<file path="src/rtl/mult_div_pkg.sv">
// Shared encodings for the iterative multiply/divide unit.
package mult_div_pkg;

    typedef enum logic [1:0] {
        OP_MULT  = 2'b00,
        OP_MULTU = 2'b01,
        OP_DIV   = 2'b10,
        OP_DIVU  = 2'b11
    } op_e;

    typedef enum logic [1:0] {
        IDLE,
        MULT,
        DIV,
        FIN
    } state_e;

    function automatic logic op_is_signed(input op_e op);
        return (op == OP_MULT) || (op == OP_DIV);
    endfunction

    function automatic logic op_is_div(input op_e op);
        return (op == OP_DIV) || (op == OP_DIVU);
    endfunction

endpackage

</file>
<file path="src/rtl/md_magnitude.sv">
// Combinational conditional two's complement; used both to take operand
// magnitudes and to restore the sign of a finished result.
module md_magnitude #(
    parameter int WIDTH = 32
) (
    input  logic [WIDTH-1:0] value_i,
    input  logic             negate_i,
    output logic [WIDTH-1:0] result_o
);

    assign result_o = negate_i ? -value_i : value_i;

endmodule

</file>
<file path="src/rtl/mult_div_unit.sv">
// Iterative MULT/MULTU/DIV/DIVU unit: one setup cycle, WIDTH shift-add or
// restoring-divide iterations, then a one-cycle FIN with the done pulse.
module mult_div_unit
    import mult_div_pkg::*;
#(
    parameter int WIDTH = 32
) (
    input  logic             clock,
    input  logic             reset,
    input  logic             start,
    input  logic [1:0]       op,
    input  logic [WIDTH-1:0] a,
    input  logic [WIDTH-1:0] b,
    output logic             busy,
    output logic             done,
    output logic             div_zero,
    output logic [WIDTH-1:0] hi,
    output logic [WIDTH-1:0] lo
);

    localparam int CNT_W = $clog2(WIDTH + 1);

    state_e             state_q, state_d;
    op_e                op_q, op_d;
    logic [WIDTH-1:0]   a_q, a_d, b_q, b_d;
    logic [2*WIDTH-1:0] p_q, p_d;
    logic [CNT_W-1:0]   cnt_q, cnt_d;
    logic [WIDTH-1:0]   hi_q, hi_d, lo_q, lo_d;
    logic               div_zero_q, div_zero_d;

    logic               a_neg, b_neg;
    logic [WIDTH-1:0]   a_mag, b_mag;
    logic [WIDTH:0]     mult_sum, div_shift, div_diff;
    logic [2*WIDTH-1:0] mult_next, div_next, prod_fixed;
    logic [WIDTH-1:0]   quo_fixed, rem_fixed;

    assign a_neg = op_is_signed(op_q) & a_q[WIDTH-1];
    assign b_neg = op_is_signed(op_q) & b_q[WIDTH-1];

    md_magnitude #(.WIDTH(WIDTH)) u_a_mag (.value_i(a_q), .negate_i(a_neg), .result_o(a_mag));
    md_magnitude #(.WIDTH(WIDTH)) u_b_mag (.value_i(b_q), .negate_i(b_neg), .result_o(b_mag));

    // p_q holds {partial product, multiplier} or {remainder, dividend/quotient}.
    assign mult_sum  = {1'b0, p_q[2*WIDTH-1:WIDTH]} + (p_q[0] ? {1'b0, a_mag} : '0);
    assign mult_next = {mult_sum, p_q[WIDTH-1:1]};

    assign div_shift = {p_q[2*WIDTH-1:WIDTH], p_q[WIDTH-1]};
    assign div_diff  = div_shift - {1'b0, b_mag};
    assign div_next  = div_diff[WIDTH] ? {div_shift[WIDTH-1:0], p_q[WIDTH-2:0], 1'b0}
                                       : {div_diff[WIDTH-1:0],  p_q[WIDTH-2:0], 1'b1};

    md_magnitude #(.WIDTH(2*WIDTH)) u_prod_fix (
        .value_i(mult_next), .negate_i(a_neg ^ b_neg), .result_o(prod_fixed));
    md_magnitude #(.WIDTH(WIDTH)) u_quo_fix (
        .value_i(div_next[WIDTH-1:0]), .negate_i(a_neg ^ b_neg), .result_o(quo_fixed));
    md_magnitude #(.WIDTH(WIDTH)) u_rem_fix (
        .value_i(div_next[2*WIDTH-1:WIDTH]), .negate_i(a_neg), .result_o(rem_fixed));

    always_comb begin
        // NOTE: every next-state value gets a hold default first so no path infers a latch.
        state_d    = state_q;
        op_d       = op_q;
        a_d        = a_q;
        b_d        = b_q;
        p_d        = p_q;
        cnt_d      = cnt_q;
        hi_d       = hi_q;
        lo_d       = lo_q;
        div_zero_d = 1'b0;

        unique case (state_q)
            IDLE: begin
                if (start) begin
                    op_d    = op_e'(op);
                    a_d     = a;
                    b_d     = b;
                    cnt_d   = '0;
                    state_d = op_is_div(op_e'(op)) ? DIV : MULT;
                end
            end
            MULT, DIV: begin
                if (cnt_q == '0) begin
                    if (state_q == DIV && b_q == '0) begin
                        div_zero_d = 1'b1;
                        state_d    = FIN;
                    end else begin
                        p_d   = {{WIDTH{1'b0}}, (state_q == MULT) ? b_mag : a_mag};
                        cnt_d = CNT_W'(1);
                    end
                end else begin
                    p_d   = (state_q == MULT) ? mult_next : div_next;
                    cnt_d = cnt_q + CNT_W'(1);
                    if (cnt_q == CNT_W'(WIDTH)) begin
                        state_d = FIN;
                        if (state_q == MULT) begin
                            {hi_d, lo_d} = prod_fixed;
                        end else begin
                            hi_d = rem_fixed;
                            lo_d = quo_fixed;
                        end
                    end
                end
            end
            FIN: begin
                state_d = IDLE;
                cnt_d   = '0;
            end
            default: state_d = IDLE;
        endcase
    end

    // NOTE: state and datapath registers update with non-blocking assignments only.
    always_ff @(posedge clock) begin
        if (reset) begin
            // NOTE: datapath registers are plain flops, so clearing them all on reset is cheap.
            state_q    <= IDLE;
            op_q       <= OP_MULT;
            a_q        <= '0;
            b_q        <= '0;
            p_q        <= '0;
            cnt_q      <= '0;
            hi_q       <= '0;
            lo_q       <= '0;
            div_zero_q <= 1'b0;
        end else begin
            state_q    <= state_d;
            op_q       <= op_d;
            a_q        <= a_d;
            b_q        <= b_d;
            p_q        <= p_d;
            cnt_q      <= cnt_d;
            hi_q       <= hi_d;
            lo_q       <= lo_d;
            div_zero_q <= div_zero_d;
        end
    end

    assign busy     = (state_q != IDLE);
    assign done     = (state_q == FIN);
    assign div_zero = div_zero_q;
    assign hi       = hi_q;
    assign lo       = lo_q;

endmodule

</file>
<file path="config.mk">
export PLATFORM = sky130hd
export DESIGN_NAME = mult_div_unit
export DESIGN_NICKNAME = d
export VERILOG_FILES = /design/src/rtl/mult_div_pkg.sv /design/src/rtl/md_magnitude.sv /design/src/rtl/mult_div_unit.sv
export SDC_FILE = /design/constraint.sdc
export NUM_CORES = 1
export LEC_CHECK = 0
export ABC_CLOCK_PERIOD_IN_PS = 20500
export BUFFER_PORTS_ARGS = -buffer_cell sky130_fd_sc_hd__buf_2
export CAP_MARGIN = 0
export CORE_MARGIN = 2
export CORE_UTILIZATION = 30
export DETAILED_ROUTE_END_ITERATION = 8
export PLACE_DENSITY_LB_ADDON = 0.08
export RECOVER_POWER = 50
export SYNTH_ARGS = -nofsm -noshare
export SYNTH_HDL_FRONTEND = slang
export SYNTH_SLANG_ARGS = --single-unit
</file>
<file path="constraint.sdc">
create_clock -name clock -period 20.5 [get_ports clock]
set_input_delay 1.025 -clock clock [delete_from_list [all_inputs] [get_ports clock]]
set_output_delay 1.025 -clock clock [all_outputs]
set_load 0.02 [all_outputs]
</file>
## Yosys cells after proc, flatten, opt, wreduce, memory -nomap -nowiden

Cells that the tools add are included.

- Add/sub/neg operators: 8
- Equality and inequality tests: 12
- Muxes and demuxes: 24
- Bitwise gates (word level): 5
- Reduce and logical (&&, ||, !) cells: 15

Operators with widths:

| cell | number |
|---|---|
| $mux 64 | 5 |
| $mux 32 | 8 |
| $neg 32->32 | 4 |
| $neg 64->64 | 1 |
| $add 32x32->33 | 1 |
| $sub 33x32->33 | 1 |
| $logic_not 32->1 | 1 |
| $mux 6 | 3 |
| $pmux 6 s3 | 1 |
| $eq 2x2->1 const B | 5 |
| $mux 2 | 5 |
| $ne 3x3->1 const B | 3 |
| $add 6x1->6 const B | 1 |
| $eq 6x6->1 const B | 1 |
| $logic_not 6->1 | 1 |
| $pmux 2 s3 | 1 |
| $reduce_and 2->1 | 3 |
| $reduce_and 3->1 | 2 |
| $logic_not 2->1 | 2 |
| $ne 2x2->1 const B | 2 |
| $reduce_or 3->1 | 1 |
| $and 1x1->1 | 2 |
| $eq 2x1->1 const B | 1 |
| $logic_or 1x1->1 | 2 |
| 6 further kinds | 7 |

- Register bits: 203
- Bits of input ports: 69
- Output and inout bits: 67
- Logic and storage cells: 73

## Depth between registers and ports, before layout

Gate-level depths: netlist of the first run.

- Depth in word-level cells: 9
- Gate-level depth with buffers: 36
- Mapped depth without buffers: 31

## Hierarchy

A second synthesis of the first run with hierarchy kept.

- Cell total of the unflattened synthesis: 2211
- Area, all modules: 17232.8 um^2

By module, submodules not included:

| module | instances | cells each | area each (um^2) | seq. area each (um^2) |
|---|---|---|---|---|
| mult_div_unit | 1 | 1581 | 12710.9 | 4043.9 |
| md_magnitude (u_a_mag ...) | 4 | 108 | 767.0 | 0.0 |
| md_magnitude (u_prod_fix) | 1 | 198 | 1453.9 | 0.0 |

## Least setup slack after synthesis of the first run

OpenSTA, ideal clock, no wires.

- Kind: register to register
- Start: reg op_q[0]
- End: reg hi_q[24], in the netlist hi[24]
- Library setup time: 95 ps
- Data arrival time: 6597 ps
- Required time: 20405 ps
- Slack: 13808 ps
- Cell stages (with the launch flop): 36
- Buffers on the path: 8
- Clock period less this slack: 6692 ps
- Cell sequence: dfxtp_1 -> clkbuf_1 -> nand2b_1 -> buf_4 -> buf_4 -> buf_4 -> clkbuf_1 -> a21oi_1 -> xnor2_1 -> ha_1 -> a21o_1 -> a21oi_1 -> a21oi_1 -> o32ai_1 -> o31ai_1 -> o211ai_2 -> nand3b_4 -> a31oi_2 -> nand2_1 -> inv_2 -> buf_2 -> buf_2 -> buf_2 -> nor2_1 -> a21oi_1 -> ha_1 -> nand3b_1 -> or4_1 -> nor4_1 -> o21ai_0 -> o41ai_2 -> nand2_1 -> nor3b_2 -> nor2_1 -> xnor2_1 -> a221oi_1

- Word-level cells in the longest chain between the ends: 9
- Elaborated cells on any way between the ends: 17
- Classes of those cells: 4 x add/sub; 1 x eq/ne; 7 x mux; 3 x bitwise; 2 x reduce/logical

Ends and longest elaborated chain:

| element | RTL line | text |
|---|---|---|
| start: declaration | mult_div_unit.sv:24 | `op_e op_q, op_d;` |
| start signal: assignment | mult_div_unit.sv:127 | `op_q <= op_d;` |
| $eq 2x2->1 / $logic_not 2->1 (equally long branches) | mult_div_pkg.sv:19 | `return (op == OP_MULT) \|\| (op == OP_DIV);` |
| $logic_or 1x1->1 * | mult_div_pkg.sv:19 |  |
| $and 1x1->1 (on tied branches) | mult_div_unit.sv:37, mult_div_unit.sv:38 |  |
| $mux 32 | md_magnitude.sv:11 | `assign result_o = negate_i ? -value_i : value_i;` |
| $mux 32 / $sub 33x32->33 (equally long branches) | mult_div_unit.sv:44, mult_div_unit.sv:48 |  |
| $add 32x32->33 / $mux 64 (equally long branches) | mult_div_unit.sv:44, mult_div_unit.sv:49 |  |
| $neg 64->64 / $neg 32->32 (equally long branches) | md_magnitude.sv:11 |  |
| $mux 64 / $mux 32 (equally long branches) | md_magnitude.sv:11 |  |
| $mux 32 * | mult_div_unit.sv:95 | `if (state_q == MULT) begin` |
| end signal: assignment | mult_div_unit.sv:132 | `hi_q <= hi_d;` |
| end: declaration | mult_div_unit.sv:28 | `logic [WIDTH-1:0] hi_q, hi_d, lo_q, lo_d;` |

Mark *: on every way between the ends. The rest lies on a longest branch, timed or not.
A chain may end at the register's enable or synchronous reset.

## Worst setup path after layout of the first run

- Start: reg b_q[12]
- End: reg hi_q[24], in the netlist hi[24]

- Word-level cells in the longest chain between the ends: 7

Ends and longest elaborated chain:

| element | RTL line | text |
|---|---|---|
| start: declaration | mult_div_unit.sv:25 | `logic [WIDTH-1:0] a_q, a_d, b_q, b_d;` |
| start signal: assignment | mult_div_unit.sv:119 | `b_q <= '0;` |
| start signal: assignment | mult_div_unit.sv:129 | `b_q <= b_d;` |
| $neg 32->32 | md_magnitude.sv:11 |  |
| $mux 32 * | md_magnitude.sv:11 |  |
| $sub 33x32->33 * | mult_div_unit.sv:48 | `assign div_diff = div_shift - {1'b0, b_mag};` |
| $mux 64 * | mult_div_unit.sv:49 | `assign div_next = div_diff[WIDTH] ? {div_shift[WIDTH-1:0], p_q[WIDTH-2:0], 1'b0}` |
| $neg 32->32 | md_magnitude.sv:11 |  |
| $mux 32 * | md_magnitude.sv:11 |  |
| $mux 32 * | mult_div_unit.sv:95 |  |

Marked as above.

==> impl_metrics.json, run 1 <==
{
  "status": "finished, violations left",
  "violations": "capacitance limit, slew limit",
  "syn_nets": 2650,
  "synth_most_common_cell": "nand2_1",
  "clock_skew_ns": 0.0262,
  "grt_start_max_net_pins": 92,
  "relSlewSlack_pct": -143,
  "ir_worst_vdd_mv": 0.0708,
  "cp_max_fo": 41,
  "cts_max_path_buffers": 3,
  "setup_violations": 0,
  "final_nets": 2650,
  "fin_crit_ns": 8.07,
  "tns_ns": 0,
  "initial_utilization_pct": 30.4,
  "numCtsBuffers": 28,
  "rsz0062_at_grt": "no",
  "worst_skew_pair.late_latency_ns": 0.59,
  "power_uw": 2720,
  "wire_per_inst_um": 22.9,
  "end_kind": "flop",
  "drt_iter0_markers": 1869,
  "crit_required_ns": 21.00,
  "diodes": 0,
  "syn-instance-count": 2514,
  "io_buffers": 135,
  "dp.cells": 3257,
  "placed_cell_area_mm2": 0.0191,
  "ant_nets": 0,
  "p_leak_uw": 0.00761,
  "num_io_pins": 136,
  "post_cts_resized": 0,
  "synthTopCellsByArea": "dfxtp_1, nand2_1, xnor2_1",
  "drive_gt1_share_pct": 7.98,
  "ys_ff_latch": 202,
  "slowest_stage": "or4_4",
  "cp-start-kind": "flop",
  "die_h_um": 248,
  "groute.usage.overall_pct": 23.4,
  "grt_pass1_vias": 17100,
  "rows": 89,
  "synthFlopType": "dfxtp_1",
  "critPathKind": "reg2reg",
  "worst_ep_arrival_time_ns": 8.57,
  "post-route-period-util_pct": 39.4,
  "cpMostUsedCell": "nor2_1",
  "core_mm2": 0.0590,
  "yosysUniqueCellTypes": 105,
  "hold_violations": 0,
  "crit_path_max_incr_delay_ns": 0.62,
  "cap_violations": 4,
  "clk_pin_slew_ns": 0.06,
  "max_freq_mhz": 124,
  "crit_buf_inv": 2,
  "cts_hold_buffers": 0,
  "synth_top_cell_by_area": "dfxtp_1",
  "grt_pass1_wl_um": 112000,
  "antenna_found_initial": 1,
  "final_cells": 3305,
  "seq_area_frac_synth_pct": 22.6,
  "cts-root-buf": "clkbuf_16",
  "routabilityCongestion": 0.892,
  "slew_viol_final": 202,
  "htreeDepth": 1,
  "dr.pass1.iters": 5,
  "die-area_mm2": 0.0617,
  "syn_area_mm2": 0.0179,
  "postLayoutCoreUtil_pct": 33.7,
  "post_cts_buffers": 0,
  "synth_edf_count": 0,
  "via_per_inst": 5.64,
  "async_flop_share_pct": 0,
  "crit_family": "simple AND/OR/NAND/NOR gates",
  "gr-total-overflow": 0,
  "design_area_mm2": 0.0199,
  "synth_top_area_share_pct": 22.6,
  "ys.warnings.count": 0,
  "num_vias": 18600,
  "avgSynthCellArea_um2": 7.13,
  "fp.dieW_um": 248,
  "power.density_mw_per_mm2": 137,
  "ys_top_cells_by_count": "nand2_1, nor2_1, a21oi_1, dfxtp_1, clkbuf_1",
  "cts_tree": "built",
  "drc": 0,
  "area_delta_synth_final_pct": 10.9,
  "worst_pin_slew_ns": 3.65,
  "cts_sinks": 202,
  "finalWirelength_um": 75600,
  "dpl.hpwl_um": 57800,
  "hp-class": "reg2reg"
}
-- routing by layer --
layer  wire [um]  vias up  global-route usage [%]  share of wire (%)
met1       36400     8925                    34.4                 48
met3        4560       93                    3.07                6.0
met2       32400      643                    35.4                 43
met4        2210        2                    6.42                2.9
li1            -     8963                       -                  -
met5          13        -                       0              0.017
-- cell families after synthesis --
| logic type | share of synthesized area, % |
|---|---|
| fa+ha+maj | 4.99 |
| mux | 2.23 |
| compound gates | 26.7 |
| flops | 22.6 |
| xor+xnor | 12.3 |
| buf+inv | 5.44 |
| simple gates | 25.8 |
-- final timing paths --
kind	to	cells after the start	start	slack, ns
hold / removal	lo[14]	2	lo[14]	0.45
hold reg to reg	lo[14]	2	lo[14]	0.45
setup / recovery	hi[24]	30	b_q[12]	12.43
setup reg to reg	hi[24]	30	b_q[12]	12.43
-- worst min-delay path, delay by kind of cell (launching register included) --
family	cells	cell delay [ns]
flip-flops	1	0.30
AO/OA/AOI/OAI	1	0.05
AND/OR/NAND/NOR	1	0.05
-- power by group --
group          total, uW  switching, uW  leakage, uW  internal (uW)
Sequential           541            100      0.00164            441
Combinational       1690           1150      0.00553            546
Clock                489            201     0.000440            288
Total               2720           1450      0.00761           1280
-- registers in the layout, indices dropped and copies added, names as in the netlist --
register,cells
cnt_q,6
a_q,32
lo,32
p_q,64
b_q,32
state_q,2
div_zero,1
hi,32
op_q,1
-- through the flow --
| stage | hold slack (ns) | setup slack [ns] |
|---|---|---|
| floorplan | 0.456 | 13.81 |
| global route | 0.462 | 11.90 |
| CTS | 0.453 | 12.51 |
| global placement | 0.436 | 12.84 |
| detailed placement | 0.446 | 12.54 |
| finish | 0.451 | 12.43 |
-- layout make-up --
cell class	instances	area (um^2)
timing repair buffer	167	827
tap	773	967
sequential	202	4040
multi-input combinational	2065	13000
clock buffer	38	778
fill	6459	39100
clock inverter	10	118
inverter	50	188
-- placed cells by master, fill, tap and decap left out, types with 34 or more instances in the layout --
master    netlist  final
ha_1           65     64
nand3_1        42     42
a21oi_1       241    241
a211oi_1       38     38
xnor2_1       152    152
o21ai_0       124    124
or3_1          36     36
inv_1          48     48
o211ai_1       68     68
nor2_1        282    282
dfxtp_1       202    202
and2_1         36     34
nor3_1         46     46
clkbuf_1      154     75
buf_2          11     67
xor2_1         90     90
nand2_1       376    374
(Power assumes the default switching activity.)
==> run 2: changes to the inputs <==
- ABC_AREA: unset -> 1
- ABC_CLOCK_PERIOD_IN_PS: 20500 -> 7800
- clock period: 20.5 -> 7.8 ns (I/O delays scaled with it)
==> impl_metrics.json, run 2 <==
{
  "clk_pin_slew_ns": 0.07,
  "cap_violations": 3,
  "cp-start-kind": "flop",
  "critPathCapture": "hi[23]",
  "r2r.worst_path.cells": 29,
  "synthTopCellsByArea": "dfxtp_1, nand2_1, nor2_1",
  "placed_cell_area_mm2": 0.0195,
  "worst_ep_arrival_time_ns": 6.62,
  "ys.warnings.count": 0,
  "syn-instance-count": 3018,
  "async_flop_share_pct": 0,
  "final_nets": 3202,
  "dp.cells": 3818,
  "finalWirelength_um": 80700,
  "gr-total-overflow": 0,
  "critPathKind": "reg2reg",
  "cts_max_path_buffers": 3,
  "numCtsBuffers": 28,
  "routabilityCongestion": 0.912,
  "rows": 90,
  "place_ws_ns": 1.61,
  "multi_input_area_mm2": 0.0123,
  "grt_start_max_net_pins": 106,
  "synth_top_cell_by_area": "dfxtp_1",
  "yosysUniqueCellTypes": 65,
  "hp-class": "in2reg",
  "grt_pass1_wl_um": 123000,
  "clock_skew_ns": 0.0136,
  "rrSetupSlack_ns": 1.66,
  "cts_sinks": 202,
  "crit_start": "op_q[0]",
  "post_cts_buffers": 0,
  "num_vias": 20500,
  "r2r-start": "op_q[0]",
  "io_buffers": 135,
  "crit_path_max_incr_delay_ns": 0.73,
  "antenna_found_initial": 0,
  "cp_max_fo": 22,
  "hold_violations": 0,
  "largest_register_ffs": 64,
  "regArea_mm2": 0.00404,
  "initial_utilization_pct": 30.3,
  "synth_top_area_share_pct": 22.1,
  "drive_gt1_share_pct": 8.91,
  "final_cells": 3870,
  "die_h_um": 251,
  "post_cts_resized": 0,
  "slew_viol_final": 170,
  "grt_pass1_vias": 19900,
  "p_leak_uw": 0.00953,
  "drt_iter0_markers": 1462,
  "relSlewSlack_pct": -189,
  "rsz0062_at_grt": "no",
  "avgSynthCellArea_um2": 6.06,
  "post-route-period-util_pct": 78.8,
  "wire_per_inst_um": 20.9,
  "final_cell_mix": "nand2_1, nor2_1, inv_1",
  "synth_most_common_cell": "nand2_1",
  "via_per_inst": 5.30,
  "rr_endpoint": "hi[23]",
  "power.density_mw_per_mm2": 424,
  "syn_nets": 3154,
  "area_delta_synth_final_pct": 11.6,
  "diodes": 0,
  "dpl.hpwl_um": 64000,
  "cpMostUsedCell": "nand2_1",
  "syn_area_mm2": 0.0183,
  "fill_cells": 6883,
  "synthFlopType": "dfxtp_1",
  "postLayoutCoreUtil_pct": 33.9,
  "cts-root-buf": "clkbuf_16",
  "synth_edf_count": 0,
  "slowest_stage": "inv_1",
  "violations": "capacitance limit, slew limit",
  "drc": 0,
  "dr.pass1.iters": 5,
  "fin_crit_ns": 6.14,
  "tns_ns": 0,
  "largest-register": "p_q",
  "finalWorstSetupSlack_ns": 1.66,
  "cts_hold_buffers": 0,
  "worst_pin_slew_ns": 4.34,
  "core_mm2": 0.0602,
  "setup_violations": 0,
  "seq_area_frac_synth_pct": 22.1,
  "worst_skew_pair.late_latency_ns": 0.58,
  "groute.usage.overall_pct": 25.3,
  "final_common_cell": "nand2_1",
  "crit_required_ns": 8.28,
  "status": "finished, violations left",
  "fp.dieW_um": 251,
  "num_io_pins": 136,
  "ant_nets": 0,
  "htreeDepth": 1,
  "ys_ff_latch": 202,
  "cts_tree": "built",
  "design_area_mm2": 0.0204,
  "ys_top_cells_by_count": "nand2_1, nor2_1, inv_1, o21ai_0, a21oi_1",
  "end_kind": "flop",
  "max_freq_mhz": 163,
  "ir_worst_vdd_mv": 0.191,
  "die-area_mm2": 0.0629
}
[run 2: per-layer routing]
| layer | wire [um] | GRT usage (%) | vias to the layer above |
|---|---|---|---|
| li1 | - | - | 10200 |
| met1 | 38000 | 34.8 | 9696 |
| met2 | 37300 | 42.8 | 533 |
| met3 | 3520 | 1.76 | 91 |
| met4 | 1830 | 6.12 | 0 |
| met5 | 0 | 0 | - |
[run 2: layout make-up]
type,count,share of cell area (%)
Multi-Input combinational cell,2317,60.4
Sequential cell,202,19.8
Inverter,359,6.62
Tap cell,782,4.80
Clock buffer,40,4.00
Timing Repair Buffer,158,3.69
Clock inverter,12,0.699
[run 2: worst min path at each step]
stage                     startpoint       to  slack [ns]  cells past startpoint
after floorplan              a_q[31]  a_q[31]        0.44                      2
after global placement         lo[4]    lo[4]        0.46                      2
after detailed placement       lo[4]    lo[4]        0.46                      2
after CTS                      a[14]  a_q[14]        0.04                      3
after global routing            a[7]   a_q[7]        0.07                      3
final                           a[2]   a_q[2]        0.06                      3
[run 2: through the flow]
step	total power [uW]	hold WS [ns]
2_1_floorplan	5390	0.445
3_3_place_gp	7240	0.458
3_5_place_dp	7240	0.458
4_1_cts	8640	0.0440
5_1_grt	9360	0.0654
6_report	8640	0.0628
[run 2: worst max-delay path, delay by kind of cell, from the launching register on]
family / cells / cell delay (ns)
adders and majority gates: 1 / 0.27
AOI/OAI and AO/OA: 4 / 0.77
DFF: 1 / 0.53
and+or+nand+nor: 18 / 2.65
xor gates and xnor gates: 1 / 0.54
buffers and inverters: 5 / 1.27
[run 2: kinds of logic (layout without fill, tap and decap cells)]
kind of cell    after synthesis  after routing  synth area share [%]
simple gates               1418           1418                  34.5
flops                       202            202                  22.1
buf+inv                     499            569                  10.7
fa+ha+maj                    67             67                  4.67
xor+xnor                     99             99                  4.74
mux                           2              2                 0.116
compound gates              731            731                  23.1
[run 2: where the power goes]
part	leakage [uW]	internal [uW]	switching (uW)	total, uW
logic	0.00742	1600	4200	5790
clock network	0.000467	823	545	1370
registers	0.00165	1220	261	1480
total	0.00953	3640	5000	8640
